File: src/rtl/alu_issue_ctrl.sv
// Issue/collect front end for the 16-bit combinational ALU: one operation in flight,
// operands held for a per-function settle window, result returned over a valid/ready handshake.
module alu_issue_ctrl #(
    parameter int unsigned DATA_WIDTH        = 16,
    parameter int unsigned ALU_CONTROL_WIDTH = 4,
    parameter int unsigned FAST_LAT          = 1,
    parameter int unsigned MULDIV_LAT        = 4,
    parameter int unsigned CNT_WIDTH         = 3
) (
    input  logic                         clk,
    input  logic                         rst,
    input  logic                         req_valid,
    output logic                         req_ready,
    input  logic [ALU_CONTROL_WIDTH-1:0] req_func,
    input  logic [DATA_WIDTH-1:0]        req_a,
    input  logic [DATA_WIDTH-1:0]        req_b,
    output logic [DATA_WIDTH-1:0]        alu_a,
    output logic [DATA_WIDTH-1:0]        alu_b,
    output logic [ALU_CONTROL_WIDTH-1:0] alu_ctrl,
    input  logic [DATA_WIDTH-1:0]        alu_r,
    input  logic [DATA_WIDTH-1:0]        alu_s,
    input  logic                         alu_exception,
    output logic                         res_valid,
    input  logic                         res_ready,
    output logic [DATA_WIDTH-1:0]        res_lo,
    output logic [DATA_WIDTH-1:0]        res_hi,
    output logic                         res_hi_we,
    output logic                         res_exc
);

    localparam logic [ALU_CONTROL_WIDTH-1:0] FUNC_NOP = ALU_CONTROL_WIDTH'(0);
    localparam logic [ALU_CONTROL_WIDTH-1:0] FUNC_MUL = ALU_CONTROL_WIDTH'(1);
    localparam logic [ALU_CONTROL_WIDTH-1:0] FUNC_DIV = ALU_CONTROL_WIDTH'(2);
    localparam logic [CNT_WIDTH-1:0]         FAST_CNT   = CNT_WIDTH'(FAST_LAT - 1);
    localparam logic [CNT_WIDTH-1:0]         MULDIV_CNT = CNT_WIDTH'(MULDIV_LAT - 1);

    typedef enum logic [1:0] {
        S_IDLE = 2'd0,
        S_EXEC = 2'd1,
        S_RESP = 2'd2
    } state_t;

    state_t                         state, state_d;
    logic [CNT_WIDTH-1:0]           cnt, cnt_d;
    logic                           req_ready_d, res_valid_d;
    logic [DATA_WIDTH-1:0]          alu_a_d, alu_b_d;
    logic [ALU_CONTROL_WIDTH-1:0]   alu_ctrl_d;
    logic [DATA_WIDTH-1:0]          res_lo_d, res_hi_d;
    logic                           res_hi_we_d, res_exc_d;
    logic                           req_muldiv;
    logic                           cur_muldiv;

    assign req_muldiv = (req_func == FUNC_MUL) || (req_func == FUNC_DIV);
    assign cur_muldiv = (alu_ctrl == FUNC_MUL) || (alu_ctrl == FUNC_DIV);

    // State and registered outputs; reset discards any operation in flight.
    always_ff @(posedge clk) begin
        if (rst) begin
            state     <= S_IDLE;
            cnt       <= '0;
            req_ready <= 1'b1;
            res_valid <= 1'b0;
            alu_a     <= '0;
            alu_b     <= '0;
            alu_ctrl  <= FUNC_NOP;
            res_lo    <= '0;
            res_hi    <= '0;
            res_hi_we <= 1'b0;
            res_exc   <= 1'b0;
        end else begin
            state     <= state_d;
            cnt       <= cnt_d;
            req_ready <= req_ready_d;
            res_valid <= res_valid_d;
            alu_a     <= alu_a_d;
            alu_b     <= alu_b_d;
            alu_ctrl  <= alu_ctrl_d;
            res_lo    <= res_lo_d;
            res_hi    <= res_hi_d;
            res_hi_we <= res_hi_we_d;
            res_exc   <= res_exc_d;
        end
    end

    // Next-state and next-output logic.
    always_comb begin
        state_d     = state;
        cnt_d       = cnt;
        req_ready_d = req_ready;
        res_valid_d = res_valid;
        alu_a_d     = alu_a;
        alu_b_d     = alu_b;
        alu_ctrl_d  = alu_ctrl;
        res_lo_d    = res_lo;
        res_hi_d    = res_hi;
        res_hi_we_d = res_hi_we;
        res_exc_d   = res_exc;

        case (state)
            S_IDLE: begin
                if (req_valid && req_ready) begin
                    alu_a_d     = req_a;
                    alu_b_d     = req_b;
                    alu_ctrl_d  = req_func;
                    cnt_d       = req_muldiv ? MULDIV_CNT : FAST_CNT;
                    req_ready_d = 1'b0;
                    state_d     = S_EXEC;
                end
            end
            S_EXEC: begin
                if (cnt == '0) begin
                    res_lo_d    = alu_r;
                    res_hi_d    = alu_s;
                    res_exc_d   = alu_exception;
                    res_hi_we_d = cur_muldiv && !alu_exception;
                    // Park the ALU on NOP while the result waits for writeback.
                    alu_ctrl_d  = FUNC_NOP;
                    res_valid_d = 1'b1;
                    state_d     = S_RESP;
                end else begin
                    cnt_d = cnt - CNT_WIDTH'(1);
                end
            end
            S_RESP: begin
                if (res_valid && res_ready) begin
                    res_valid_d = 1'b0;
                    req_ready_d = 1'b1;
                    state_d     = S_IDLE;
                end
            end
            default: begin
                res_valid_d = 1'b0;
                req_ready_d = 1'b1;
                alu_ctrl_d  = FUNC_NOP;
                state_d     = S_IDLE;
            end
        endcase
    end

endmodule
File: config.mk
export PLATFORM = sky130hd
export DESIGN_NAME = alu_issue_ctrl
export DESIGN_NICKNAME = d
export VERILOG_FILES = /design/src/rtl/alu_issue_ctrl.sv
export SDC_FILE = /design/constraint.sdc
export NUM_CORES = 1
export LEC_CHECK = 0
export ABC_AREA = 1
export ABC_CLOCK_PERIOD_IN_PS = 3300
export CAP_MARGIN = 25
export CORE_ASPECT_RATIO = 2
export CORE_UTILIZATION = 37
export CTS_BUF_LIST = sky130_fd_sc_hd__clkbuf_8
export CTS_CLUSTER_DIAMETER = 120
export DETAILED_ROUTE_END_ITERATION = 6
export GPL_TIMING_DRIVEN = 0
export PLACE_DENSITY = 0.72
export SYNTH_ARGS = -nofsm -noshare
export SYNTH_HDL_FRONTEND = slang
export SYNTH_SLANG_ARGS = --single-unit
File: constraint.sdc
create_clock -name clk -period 3.3 [get_ports clk]
set_input_delay 0.66 -clock clk [delete_from_list [all_inputs] [get_ports clk]]
set_output_delay 0.66 -clock clk [all_outputs]
set_load 0.05 [all_outputs]
==> results.md <==
- Overall fraction of global-route tracks in use: 20.7%
- Number of diodes added for antenna fixing: 0
- Maximum number of pins on one net before global-route repair: 13
- Cell depth of the worst flop-to-flop path: 7
- Reg-to-reg endpoint: res_hi[3]
- Core box area: 7540 sq um
- Type of element capturing the critical path: output pin
- Crit path buf inv count: 1
- CTS tree: built
- Worst-Skew Late Latency: 350 ps
- Gate family responsible for the most delay along the worst path: buffers and inverters
- Violation count after the first detailed-routing iteration: about 120
- Detailed-router iteration count before antenna repair: 4
- Most frequent cells in the layout: clkdlybuf4s50_1, nor2_1, dfxtp_1
- Total wire length after detailed routing: 8.03 mm
- Count of maximum capacitance violations: 0
- Final weighted congestion in routability-driven placement: 0.784
- CP Launch Type: flop
- Arrival time at the worst endpoint: around 1600 ps
- Global-route congestion overflow total: 0
- WS Path Type: reg2out
- Cells after Synth: 363
- Critical hold path startpoint: res_hi_we
- I/O pins: 145
- Largest buffer count on any clock path: 2
- # setup viols final: 0
- Die height: 126 um
- Total negative slack for setup checks: 0 ps
- Worst Skew: 6.83 ps
- Level count of the clock H-tree: 3
- WL/cell: 13.0 um
- Fin crit share: between 60 and 70%
- Yosys top cell area share: 54.0%
- Area growth from synthesis to final layout: 62.6%
- Reg2Reg Launch Point: cnt[0]
- Maximum fanout count along the critical path: 3
- Remaining antenna violation count after routing: 0
- Setup slack on the worst flop-to-flop path: between 1500 and 2000 ps
- Worst hold path stage count: 2
- Largest area contributor in the synthesized netlist: dfxtp_1
- Count of different cell masters after synthesis: 23
- Count of instances resized after the clock tree is built: 0
- Number of hold-slack violations in the final timing report: 0
- Setup WS pre-CTS: ~1200 ps
- Via count: 2871
- Count of buffers added by post-CTS timing repair for setup: 0
- Unrepaired setup endpoints after global routing: no
- Die Footprint: 8090 sq um
- Synthesized net count: 438
- Most common cell after layout, fill and taps aside: clkdlybuf4s50_1
- Clock-pin slew on the worst setup and hold paths: 70 ps
- Share of layout cells above drive strength 1: about 7%
- Post-synthesis sequential area ratio: 54.0%
- Post-route setup slack: approximately 1100 ps
- Placement row count: 45
- Util after Layout: a little over 60%
- Avg Vias per Cell: 4.66
- Crit-path slowest cell: clkdlybuf4s50_1
- CTS Hold Buffers Added: 0
- Outcome: finished clean
- Synth top area cells: dfxtp_1, nor2_1, o21ai_0
- Total clock buffers created by CTS: 9
- Synthesized area: around 2900 sq um
- Antenna violations before repair: 0
- Count of pins over their slew limit: 0
- Number of global-route vias before repair: 2844
- Synth warnings: 0
- Leak Pwr: 0.00191 uW
- Highest cell delay on the worst timing path: 830 ps
- Class of the most critical hold timing path: reg2reg
- Number of sinks handled by clock tree synthesis: 77
- Count of unresolved DRC violations after routing: 0
- Required time of the critical path: about 2600 ps
- Cell at the root of the clock tree: clkbuf_8
- Endpoint, Worst Hold: res_hi_we
- Global-route wire length before repair: 12.9 mm
- Detailed placer's ending HPWL: 6.14 mm
- Slew @ Worst Pin: 558 ps
- Post-layout minimum cycle time: between 2000 and 2500 ps
- Floorplan die width: 64.1 um
- Cell-by-cell listing of the critical path: clkdlybuf4s50_1
- Number of nets in the finished design: 593
- Worst slew margin relative to its limit: a little over three fifths
- Pwr per Cell Area: between 800 and 900 nW/um^2
- Max Freq: 449 MHz
- Maximum VDD drop: 0.000472 V
- Register bit total from synthesis: 77
- Port buffer count: roughly 140
- Crit path launch: alu_ctrl[1]
- Initial core utilization: a little under two fifths
- Post-synthesis area per instance: 7.86 sq um
-- how the worst max path moves through the flow --
stage	slack [ps]	to	depth (start not counted)
2_1_floorplan	1910	alu_a[2]	6
6_report	1070	alu_ctrl[1]	1
4_1_cts	1060	alu_ctrl[1]	1
3_3_place_gp	1190	res_hi[11]	6
5_1_grt	1020	alu_ctrl[3]	1
3_5_place_dp	1160	res_lo[1]	6
-- Yosys cell counts --
master / count
nor2_1: 137
dfxtp_1: 77
o21ai_0: 56
nand2_1: 21
o21ai_1: 11
a21oi_1: 10
inv_1: 9
clkbuf_1: 7
nand3_1: 7
buf_6: 6
buf_2: 4
buf_4: 2
ha_1: 2
inv_4: 2
nand2_4: 2
nor2_2: 2
xor2_1: 2
clkbuf_2: 1
inv_2: 1
nand2_2: 1
nand4_1: 1
nor2_8: 1
nor3_1: 1
-- metrics by stage --
step | instance area (sq um) | total power [uW] | hold slack (ps) | instances
2_1_floorplan | 2850 | 2390 | 486 | 363
3_3_place_gp | 4410 | 2950 | 458 | 601
3_5_place_dp | 4410 | 2980 | 465 | 601
4_1_cts | 4640 | 3810 | 477 | 616
5_1_grt | 4640 | 3970 | 508 | 616
6_report | 4640 | 3770 | 471 | 616
-- routing by layer --
metal / track usage [%] / vias up / part of all wire [%] / routed length, um
li1: - / 1465 / - / -
met4: 12.4 / 0 / 4.1 / 330
met2: 38.0 / 97 / 53 / 4290
met5: 0 / - / 0 / 0
met3: 5.89 / 23 / 6.2 / 496
met1: 19.6 / 1286 / 36 / 2910
-- logic make-up after synthesis --
family | after synthesis | synth area share, %
adders and majority gates | 2 | 0.877
AOI/OAI and AO/OA | 77 | 13.5
DFF | 77 | 54.0
and+or+nand+nor | 173 | 24.6
buffers and inverters | 32 | 6.44
xor gates and xnor gates | 2 | 0.614
-- where the power goes --
| part | total [uW] | switching, uW | internal [uW] | leakage, uW |
|---|---|---|---|---|
| registers | 1240 | 110 | 1130 | 0.000632 |
| clock network | 822 | 329 | 493 | 0.000120 |
| logic | 1710 | 1120 | 587 | 0.00116 |
| total | 3770 | 1560 | 2210 | 0.00191 |
-- cell type report --
cell class | count | area, sq um
buffer | 20 | 134
clock buffer | 9 | 124
clock inverter | 6 | 104
fill | 722 | 2900
inverter | 12 | 50.0
multi-input combinational | 254 | 1130
sequential | 77 | 1540
tap | 94 | 118
timing repair buffer | 144 | 1440
-- sequential cells by signal (all words and copies together), names as in the netlist --
name / flops
alu_b: 16
res_hi_we: 1
res_lo: 16
alu_ctrl: 4
req_ready: 1
res_valid: 1
res_hi: 16
res_exc: 1
state: 2
cnt: 3
alu_a: 16
Note: power is estimated with default switching activity, not from simulation.
